===== src/rtl/alarm_clock_pkg.sv =====
// Shared time-of-day constants and FSM encoding for the alarm clock blocks.
// The alarm comparator uses the same field widths and limits.
package alarm_clock_pkg;

  localparam int unsigned TIME_W = 8;

  typedef logic [TIME_W-1:0] time_field_t;

  localparam time_field_t HR_MAX  = 8'd23;
  localparam time_field_t MIN_MAX = 8'd59;
  localparam time_field_t SEC_MAX = 8'd59;

  typedef enum logic [1:0] {
    RUN = 2'b00,
    SET = 2'b01
  } tk_state_t;

  // Increment with wrap by compare against the field maximum.
  function automatic time_field_t wrap_inc(time_field_t v, time_field_t max_v);
    return (v == max_v) ? '0 : v + time_field_t'(1);
  endfunction

endpackage


===== src/rtl/rise_detect.sv =====
// Rising-edge detector: one history register, rise = level & ~prev.
module rise_detect (
  input  logic clk,
  input  logic rst,
  input  logic level,
  output logic rise
);

  logic prev;

  always_ff @(posedge clk or negedge rst) begin
    if (!rst) prev <= 1'b0;
    else      prev <= level;
  end

  assign rise = level & ~prev;

endmodule


===== src/rtl/time_keeper.sv =====
// 24-hour sec/min/hr counter driven by a one-second prescaler, with a
// frozen set mode where button rising edges advance hours and minutes.
module time_keeper
  import alarm_clock_pkg::*;
#(
  parameter int unsigned CLK_PER_SEC = 100
) (
  input  logic       clk,
  input  logic       rst,
  input  logic       set_time,
  input  logic       inc_hr,
  input  logic       inc_min,
  output logic [7:0] hr,
  output logic [7:0] min,
  output logic [7:0] sec,
  output logic       sec_tick,
  output logic       min_tick
);

  localparam int unsigned PW = (CLK_PER_SEC > 1) ? $clog2(CLK_PER_SEC) : 1;
  localparam logic [PW-1:0] PRE_MAX = PW'(CLK_PER_SEC - 1);

  tk_state_t   state, state_n;
  logic [PW-1:0] presc, presc_n;
  time_field_t hr_n, min_n, sec_n;
  logic        sec_tick_n, min_tick_n;
  logic        hr_rise, min_rise;

  rise_detect u_rise_hr (
    .clk   (clk),
    .rst   (rst),
    .level (inc_hr),
    .rise  (hr_rise)
  );

  rise_detect u_rise_min (
    .clk   (clk),
    .rst   (rst),
    .level (inc_min),
    .rise  (min_rise)
  );

  always_ff @(posedge clk or negedge rst) begin
    if (!rst) begin
      state    <= RUN;
      presc    <= '0;
      hr       <= '0;
      min      <= '0;
      sec      <= '0;
      sec_tick <= 1'b0;
      min_tick <= 1'b0;
    end else begin
      state    <= state_n;
      presc    <= presc_n;
      hr       <= hr_n;
      min      <= min_n;
      sec      <= sec_n;
      sec_tick <= sec_tick_n;
      min_tick <= min_tick_n;
    end
  end

  always_comb begin
    state_n    = state;
    presc_n    = presc;
    hr_n       = hr;
    min_n      = min;
    sec_n      = sec;
    sec_tick_n = 1'b0;
    min_tick_n = 1'b0;
    unique case (state)
      RUN: begin
        // Entering set mode takes priority over a coincident rollover.
        if (set_time) begin
          state_n = SET;
          presc_n = '0;
          sec_n   = '0;
        end else if (presc == PRE_MAX) begin
          presc_n    = '0;
          sec_tick_n = 1'b1;
          sec_n      = wrap_inc(sec, SEC_MAX);
          if (sec == SEC_MAX) begin
            min_tick_n = 1'b1;
            min_n      = wrap_inc(min, MIN_MAX);
            if (min == MIN_MAX) hr_n = wrap_inc(hr, HR_MAX);
          end
        end else begin
          presc_n = presc + PW'(1);
        end
      end
      SET: begin
        presc_n = '0;
        sec_n   = '0;
        if (!set_time) state_n = RUN;
        if (hr_rise)  hr_n  = wrap_inc(hr, HR_MAX);
        if (min_rise) min_n = wrap_inc(min, MIN_MAX);
      end
      default: state_n = RUN;
    endcase
  end

endmodule

===== config.mk =====
export PLATFORM = sky130hd
export DESIGN_NAME = time_keeper
export DESIGN_NICKNAME = d
export VERILOG_FILES = /design/src/rtl/alarm_clock_pkg.sv /design/src/rtl/rise_detect.sv /design/src/rtl/time_keeper.sv
export SDC_FILE = /design/constraint.sdc
export NUM_CORES = 1
export LEC_CHECK = 0
export BUFFER_PORTS_ARGS = -buffer_cell sky130_fd_sc_hd__buf_4
export CORE_MARGIN = 4
export CORE_UTILIZATION = 55
export DETAILED_ROUTE_END_ITERATION = 6
export GPL_TIMING_DRIVEN = 0
export PLACE_DENSITY_LB_ADDON = 0.12
export SLEW_MARGIN = 0
export SYNTH_ARGS = -nofsm -noshare
export SYNTH_HDL_FRONTEND = slang
export SYNTH_SLANG_ARGS = --single-unit

===== constraint.sdc =====
create_clock -name clk -period 2.76 [get_ports clk]
set_clock_uncertainty 0.2 [all_clocks]
set_input_delay 0.138 -clock clk [delete_from_list [all_inputs] [get_ports clk]]
set_output_delay 0.138 -clock clk [all_outputs]
set_load 0.01 [all_outputs]

==> impl_results.md, run 1 <==
- Status: finished, final reports clean
- Setup CP Type: flip-flop to flip-flop
- Hold-fix buffers at CTS: 4
- Synthesized area per cell: ~11 µm²
- Ys flop type: dfrtp_1
- Number of flops mapped to enable cells by yosys: 0
- Fin crit share: 0.912
- Slowest CP cell: o41ai_4
- Ant. Diodes: 0
- Cell family with most CP delay: simple AND/OR/NAND/NOR gates
- Setup TNS: 0 ps
- CP required: around 2800 ps
- Worst setup EP type: flip-flop
- Starting density of the core: 0.578
- Vias in the first global route: roughly 1300
- CP Data Arrival Time: around 2500 ps
- Die Y-Extent: around 65 µm
- Sequential share of power: 0.491
- Distinct cells, synth: 34
- Placed cells: about 230
- First-pass GRT wire length: around 6100 µm
- Psw: 0.000522 W
- Logic pwr share: 0.306
- Yosys top cell by area: dfrtp_1
- Yosys reg bits: 36
- Die W: around 65 µm
- Setup WS post-layout: 243 ps
- Syn. warnings: 0
- Final count of pins violating max slew: 0
- Largest net degree at the start of global routing: 37
- Crit path cell chain: ha_1 > nor4b_2 > nand4b_4 > o41ai_4 > nand2_2 > mux2_4
- CTS Buf Count: 5
- Max-slew headroom: 0.611
- DR vias: ~1400
- ANT nets after route: 0
- Total GRT Usage: 0.190
- Grt ovf: 0
- PD cells: just under 700 nW/µm²
- Post-synth top area share: 0.511
- HPWL Detailed: roughly 2500 µm
- Synthesized cell area: around 1800 µm²
- Gpl congestion: 0.792
- Setup Slack @ Placement: between 200 and 300 ps
- Share of cells above drive strength 1: 0.252
- Switching share of power: 0.355
- Tightest Pin Transition: approximately 580 ps
- 1st-pass router iterations: 4
- Largest stage delay, worst path: 590 ps
- Tightest Hold Check Type: input pin to asynchronous set/reset pin
- Ys async rst share: 1.00
- RSZ-0062 raised after global routing: no
- Top post-synthesis cells by area: dfrtp_1 (51%), xor2_1 (5.5%), ha_1 (4.3%)
- Final WL: approximately 3500 µm
- Internal: ~0.00095 W
- Final net count: 212
- CP Launch Type: flip-flop
- I/O Buffers: 30
- # IOs: 31
- Per-cell routed wire length: 14.4 µm
- Row count: 20
- Tmin final: ~2500 ps
- Initial antenna violation count: 0
- DRC errors left: 0
- Synth Instances: 160
- Post-Syn Nets: between 150 and 200
- Finished Layout Cells: roughly 250
- Clock Path Buffers: 2
- Clk pin slew, worst setup/hold paths: 120 ps
- Post-CTS sizing: 0
- Final cell utilization of the core: 0.703
- Vias/cell: between 5 and 6
- Maxcap violations: 0
- Full die area: 4180 µm²
- CTS H-tree lvls: 2
- Sum of buffers and inverters on the critical path: 0
- CP Max Fanout: 9
- Peak supply drop: between 0.5 and 0.6 mV
- Root Buffer: clkbuf_4
- Syn-to-layout area delta: 21.6%
- Final hold viol count: 0
- Sink Count: 36
- Clock share of power: 0.203
- Core ar.: approximately 3100 µm²
- Sequential fraction of the synthesis area: 0.511
- Upper clock frequency limit: 397 MHz
- P_leak: ~1.0 nW
- Clk_lat worst skew: 340 ps
- CTS tree: built
- Final setup violating endpoints: 0
- Iteration-0 DRC Markers: 93
- Postcts setup bufs: 0
registers in the layout, summed over array words and instances (netlist names):
register	count
u_rise_min.prev	1
presc	7
sec	8
min	8
state	1
min_tick	1
sec_tick	1
u_rise_hr.prev	1
hr	8
synth_stat cells (3+ instances only):
library cell	n
and3_1	6
xor2_1	11
a21oi_1	4
nor3_1	4
ha_1	6
nand4_1	6
dfrtp_1	36
inv_1	4
or3_1	3
xnor2_1	6
nor2_1	18
nand3_1	9
mux2_2	3
a31oi_1	3
nor4b_1	3
o21ai_0	5
nand2_1	13
routing by layer:
layer	vias up	track usage	part of all wire
li1	656	-	-
met1	665	0.248	0.45
met2	34	0.304	0.48
met3	9	0.0503	0.045
met4	0	0.0739	0.018
met5	-	0	0
per-stage QoR:
stage          power, W  area [µm²]  hold slack [ps]
2_1_floorplan  0.000986        1760             -358
3_3_place_gp    0.00116        2040            -86.4
3_5_place_dp    0.00118        2040            -84.8
4_1_cts         0.00148        2150             76.7
5_1_grt         0.00157        2150             96.2
6_report        0.00147        2150             71.7
cells in the final DEF, fill, tap and decap left out, types with 5 or more instances in the layout:
| cell type | n |
|---|---|
| and3_1 | 6 |
| buf_4 | 30 |
| clkbuf_4 | 5 |
| dfrtp_1 | 36 |
| ha_1 | 6 |
| nand2_1 | 13 |
| nand3_1 | 9 |
| nand4_1 | 6 |
| nor2_1 | 18 |
| o21ai_0 | 5 |
| xnor2_1 | 6 |
| xor2_1 | 11 |
worst reg2reg max path: cells and delay by family, from the launching register on:
kind / cells / cell delay, ps
AOI/OAI and AO/OA: 1 / 590
muxes: 1 / 320
adders and majority gates: 1 / 210
DFF: 1 / 450
and+or+nand+nor: 3 / 650
worst paths after layout:
path,from,endpoint,slack [ps],depth (start not counted)
worst min register to register,presc[0],presc[0],300,1
worst min-delay path,rst,presc[6],70,2
min in group clk,inc_min,u_rise_min.prev,270,2
max in group asynchronous,rst,sec[3],1960,2
worst max-delay path,sec[0],hr[3],240,6
worst max register to register,sec[0],hr[3],240,6
power groups by stage:
stage | clock, W | sequential, W | combinational [W]
floorplan | 0 | 0.000739 | 0.000247
detailed placement | 0 | 0.000730 | 0.000448
finish | 0.000299 | 0.000721 | 0.000450
global route | 0.000332 | 0.000739 | 0.000500
global placement | 0 | 0.000720 | 0.000436
CTS | 0.000304 | 0.000719 | 0.000455
cell families (layout without fill, tap and decap cells):
logic type | count (synthesis) | count (layout) | share of synthesized area
XOR/XNOR | 17 | 17 | 0.0844
AO/OA/AOI/OAI | 19 | 19 | 0.0823
buffers and inverters | 6 | 48 | 0.0142
adder cells (fa/ha/maj) | 6 | 6 | 0.0426
flip-flops | 36 | 36 | 0.511
multiplexers | 5 | 5 | 0.0333
AND/OR/NAND/NOR | 71 | 71 | 0.233
layout make-up:
type | count | area (µm²)
Fill cell | 255 | 907
Inverter | 4 | 15.0
Buffer | 2 | 10.0
Multi-Input combinational cell | 118 | 838
Tap cell | 44 | 55.1
Clock buffer | 6 | 51.3
Sequential cell | 36 | 901
Timing Repair Buffer | 34 | 265
Clock inverter | 2 | 10.0
No activity file was read; power rests on OpenSTA's default activity.
==> run 2: changes to the inputs <==
CORE_UTILIZATION = 49   (was 55)
clock period = 2.05 ns   (was 2.76 ns; I/O delays follow)
==> impl_results.md, run 2 (same netlist as run 1, synthesis figures left out) <==
- Status: finished, violations left
- Failing checks: negative setup slack
- Die W: about 68 µm
- Setup CP Type: flip-flop to flip-flop
- PD cells: between 900 and 1000 nW/µm²
- Row count: 21
- Gpl congestion: a little over 0.8
- Setup WS post-layout: -110 ps
- Final setup violating endpoints: 8
- Sum of buffers and inverters on the critical path: 1
- CTS tree: built
- CP Max Fanout: 5
- Sink Count: 36
- Final hold viol count: 0
- Worst setup EP type: flip-flop
- I/O Buffers: 30
- FF-to-FF Start: min[1]
- Share of cells above drive strength 1: 0.409
- CP required: 2090 ps
- Tightest Hold Check Type: input pin to asynchronous set/reset pin
- Final count of pins violating max slew: 0
- # IOs: 31
- Largest stage delay, worst path: ~450 ps
- CP Data Arrival Time: 2200 ps
- Largest net degree at the start of global routing: 37
- Max-slew headroom: 0.635
- Largest regs: hr (8), min (8), sec (8)
- Ant. Diodes: 0
- Clk_lat worst skew: about 350 ps
- HPWL Detailed: about 2400 µm
- CTS H-tree lvls: 2
- Maxcap violations: 0
- 1st-pass router iterations: 4
- Footprint of the multi-input gates: about 1000 µm²
- FF/Latch Area: 907 µm²
- Syn-to-layout area delta: 39.1%
- Total GRT Usage: 0.174
- Root Buffer: clkbuf_4
- Setup TNS: -451 ps
- Grt ovf: 0
- Die Y-Extent: 68.0 µm
- Initial antenna violation count: 0
- CP Launch Type: flip-flop
- ANT nets after route: 0
- CTS Buf Count: 5
- Slowest CP cell: dfrtp_1
- Full die area: 4620 µm²
- Core ar.: 3420 µm²
- Upper clock frequency limit: around 460 MHz
- Vias/cell: 5.40
- Iteration-0 DRC Markers: 72
- Commonest non-fill, non-tap cells in the layout: buf_4 (47), dfrtp_1 (31), nor2_1 (17), nand2_1 (12), xor2_1 (11)
- Tightest Pin Transition: roughly 540 ps
- Final WL: 3760 µm
- RSZ-0062 raised after global routing: yes
- FF-to-FF setup slack: -110 ps
- Clk pin slew, worst setup/hold paths: ~110 ps
- Crit path cell chain: ha_4 > nor4b_4 > nand2_2 > o41ai_4 > buf_6 > mux2_2
- Per-cell routed wire length: about 14 µm
- Crit path from: min[1]
- Most common cell after layout, fill and taps aside: buf_4
- DRC errors left: 0
- First-pass GRT wire length: between 5000 and 6000 µm
- DR vias: 1437
- Vias in the first global route: ~1300
- Peak supply drop: ~0.64 mV
- Tmin final: 2160 ps
- Starting density of the core: 0.516
- Cell family with most CP delay: flip-flops
- Clock Path Buffers: 2
- Fillers: roughly 250
- Fin crit share: 1.05
- Final net count: between 200 and 250
- Hold_ws: a little over 30 ps
- P_leak: ~1.2 nW
[run 2: changes by cell type in the layout (fill, tap and decap cells not counted), sizes merged]
cell | previous run | this run
buf | 32 | 50
[run 2: worst reg2reg max path: cells and delay by family, from the launching register on]
family | cells | cell delay [ps]
AOI/OAI and AO/OA | 1 | 340
adders and majority gates | 1 | 170
buffers and inverters | 1 | 180
DFF | 1 | 450
muxes | 1 | 330
and+or+nand+nor | 2 | 390
[run 2: worst paths after layout]
check                                       to  cells past startpoint
worst max-delay path                     hr[0]                      6
worst min-delay path                    sec[7]                      2
worst max register to register           hr[0]                      6
worst min register to register        presc[0]                      1
max in group asynchronous             presc[3]                      2
min in group clk                u_rise_hr.prev                      2
[run 2: power breakdown]
| part | leakage [nW] | switching (W) | total, W | internal [W] |
|---|---|---|---|---|
| combinational | 0.651 | 0.000401 | 0.000852 | 0.000451 |
| clock | 0.0380 | 0.000241 | 0.000404 | 0.000163 |
| sequential | 0.465 | 0.000160 | 0.000987 | 0.000826 |
| total | 1.15 | 0.000802 | 0.00224 | 0.00144 |
[run 2: timing repair]
| item | in CTS | in global routing |
|---|---|---|
| setup buffers | 5 | 13 |
| endpoints found under the hold margin | 42 | 0 |
| setup endpoints to repair | 17 | 20 |
| hold buffers | 4 | 0 |
| pin swaps | 5 | 15 |
| gates resized for setup | 16 | 18 |
| gates cloned | 0 | 1 |
[run 2: area by class of cell]
| class | instances | share of cell area |
|---|---|---|
| sequential | 36 | 0.370 |
| buffer | 1 | 0.00459 |
| clock buffer | 6 | 0.0209 |
| clock inverter | 2 | 0.00408 |
| timing repair buffer | 53 | 0.167 |
| multi-input combinational | 118 | 0.404 |
| tap | 46 | 0.0234 |
| inverter | 4 | 0.00714 |
[run 2: per-stage QoR]
stage	utilization	worst slack, ps	std cells	instance area, µm²	total power [W]
after floorplan	-	-113	160	1790	0.00134
after global placement	0.607	-245	236	2070	0.00157
after detailed placement	0.607	-254	236	2070	0.00159
after CTS	0.664	-80.7	252	2270	0.00205
after global routing	0.719	-201	266	2450	0.00240
final	0.719	-110	266	2450	0.00224
[run 2: layer usage]
layer | GRT usage | routed length (µm) | up-vias
li1 | - | - | 695
met1 | 0.217 | 1650 | 697
met2 | 0.266 | 1840 | 36
met3 | 0.0443 | 195 | 9
met4 | 0.114 | 75 | 0
met5 | 0 | 0 | -
==> run 3: changes to the inputs <==
CELL_PAD_IN_SITES_DETAIL_PLACEMENT = 1   (was not set)
CELL_PAD_IN_SITES_GLOBAL_PLACEMENT = 1   (was not set)
CORE_UTILIZATION = 39   (was 49)
SKIP_LAST_GASP = 1   (was not set)
==> impl_results.md, run 3 (same netlist as run 1, synthesis figures left out) <==
- PD cells: approximately 970 nW/µm²
- Grt ovf: 0
- # IOs: 31
- Share of cells above drive strength 1: 0.407
- Vias/cell: 5.40
- Final count of pins violating max slew: 0
- Sink Count: 36
- Die W: 75.3 µm
- Worst setup EP type: flip-flop
- Gpl congestion: between 0.7 and 0.8
- First-pass GRT wire length: roughly 6900 µm
- Maxcap violations: 0
- Post-layout instance area: 2490 µm²
- Most used cell, CP: buf_6
- Final setup violating endpoints: 8
- CP required: 2010 ps
- Total GRT Usage: 0.159
- CTS Buf Count: 5
- Tightest Hold Check Type: input pin to asynchronous set/reset pin
- Clock Path Buffers: 2
- CTS tree: built
- P_leak: ~1.2 nW
- Tmin final: 2140 ps
- Syn-to-layout area delta: 41.1%
- Upper clock frequency limit: 467 MHz
- DRC errors left: 0
- CP Max Fanout: 6
- Full die area: ~5700 µm²
- CP Launch Type: flip-flop
- Failing checks: negative setup slack
- Tightest Pin Transition: 550 ps
- Largest net degree at the start of global routing: 37
- Final net count: approximately 240
- Iteration-0 DRC Markers: between 100 and 150
- HPWL Detailed: slightly below 3000 µm
- Initial antenna violation count: 0
- Largest stage delay, worst path: 440 ps
- ANT nets after route: 0
- Hold_ws: roughly 120 ps
- CTS H-tree lvls: 2
- Die Y-Extent: approximately 75 µm
- Status: finished, violations left
- Final WL: roughly 5000 µm
- Final hold viol count: 0
- 1st-pass router iterations: 4
- Vias in the first global route: 1478
- Fin crit share: 1.04
- Crit path cell chain: ha_4 > nor4b_4 > nand2_2 > o41ai_4 > buf_6 > buf_6 > nand4_1 > xnor2_1
- Per-cell routed wire length: roughly 18 µm
- Setup WS post-layout: -92.2 ps
- RSZ-0062 raised after global routing: yes
- Commonest non-fill, non-tap cells in the layout: buf_4 (52), dfrtp_1 (30), nor2_1 (17), nand2_1 (11), xor2_1 (11)
- Root Buffer: clkbuf_8
- Ant. Diodes: 0
- Largest regs: hr (8), min (8), sec (8)
- Slowest CP cell: dfrtp_2
- Setup CP Type: flip-flop to flip-flop
- DR vias: ~1500
- Row count: 24
- Max-slew headroom: 0.628
- Peak supply drop: 0.753 mV
- Clk_lat worst skew: around 280 ps
- Clk pin slew, worst setup/hold paths: roughly 80 ps
- I/O Buffers: 30
- CP Data Arrival Time: approximately 2100 ps
- Core ar.: about 4400 µm²
- Most common cell after layout, fill and taps aside: buf_4
- DP Area: 2080 µm²
- Starting density of the core: 0.405
- Setup Slack @ Placement: -362 ps
==> run 3: cell types whose count changed in the layout (fill, tap and decap cells not counted), moves of 2 or more <==
cell,change
clkbuf_8,+4
buf_4,+5
o31ai_1,+2
nand2_2,+2
clkbuf_4,-5
clkbuf_1,+2
==> run 3: layout make-up <==
cell class              instances  area [µm²]
clock inverters                 1        5.00
well taps                      52        65.1
flip-flops and latches         36         908
fillers                       473        1870
repair buffers                 58         453
multi-input cells             119         955
inverters                       4        15.0
clock buffers                   7        76.3
plain buffers                   1        11.3
==> run 3: metal layers <==
metal	track usage	share of wire
met1	0.204	0.43
met5	0	0
met4	0.0466	0.0048
met3	0.0307	0.030
met2	0.273	0.54
==> run 3: critical path, delay by kind of cell (launching register included) <==
family / cells / cell delay [ps]
simple gates: 3 / 480
flops: 1 / 440
compound gates: 1 / 310
buf+inv: 2 / 280
fa+ha+maj: 1 / 160
xor+xnor: 1 / 150
==> run 3: final timing paths <==
check / startpoint / endpoint / slack (ps) / cells after the start
worst min register to register: hr[7] / hr[7] / 300 / 1
worst max register to register: min[1] / hr[7] / -90 / 8
min in group clk: inc_min / u_rise_min.prev / 280 / 2
worst min-delay path: rst / min[3] / 120 / 2
worst max-delay path: min[1] / hr[7] / -90 / 8
max in group asynchronous: rst / presc[3] / 1180 / 2
==> run 3: what timing repair did <==
| action | in CTS | in global routing |
|---|---|---|
| hold buffers | 4 | 0 |
| setup buffers | 8 | 16 |
| gates cloned | 0 | 1 |
| pin swaps | 7 | 14 |
| endpoints found under the hold margin | 41 | 0 |
| resized for setup | 13 | 17 |
| setup endpoints to repair | 17 | 18 |
==> run 3: power by group <==
group	internal, W	switching, W	total, W
logic	0.000487	0.000445	0.000932
clock network	0.000239	0.000244	0.000483
registers	0.000829	0.000169	0.000998
==> run 3: through the flow <==
| stage | instances | setup TNS (ps) | power, W | util |
|---|---|---|---|---|
| global placement | 242 | -2830 | 0.00158 | 0.478 |
| detailed placement | 242 | -4240 | 0.00163 | 0.478 |
| finish | 278 | -505 | 0.00241 | 0.572 |
| CTS | 261 | -492 | 0.00219 | 0.530 |
| floorplan | 160 | -417 | 0.00134 | - |
| global route | 278 | -1080 | 0.00258 | 0.572 |
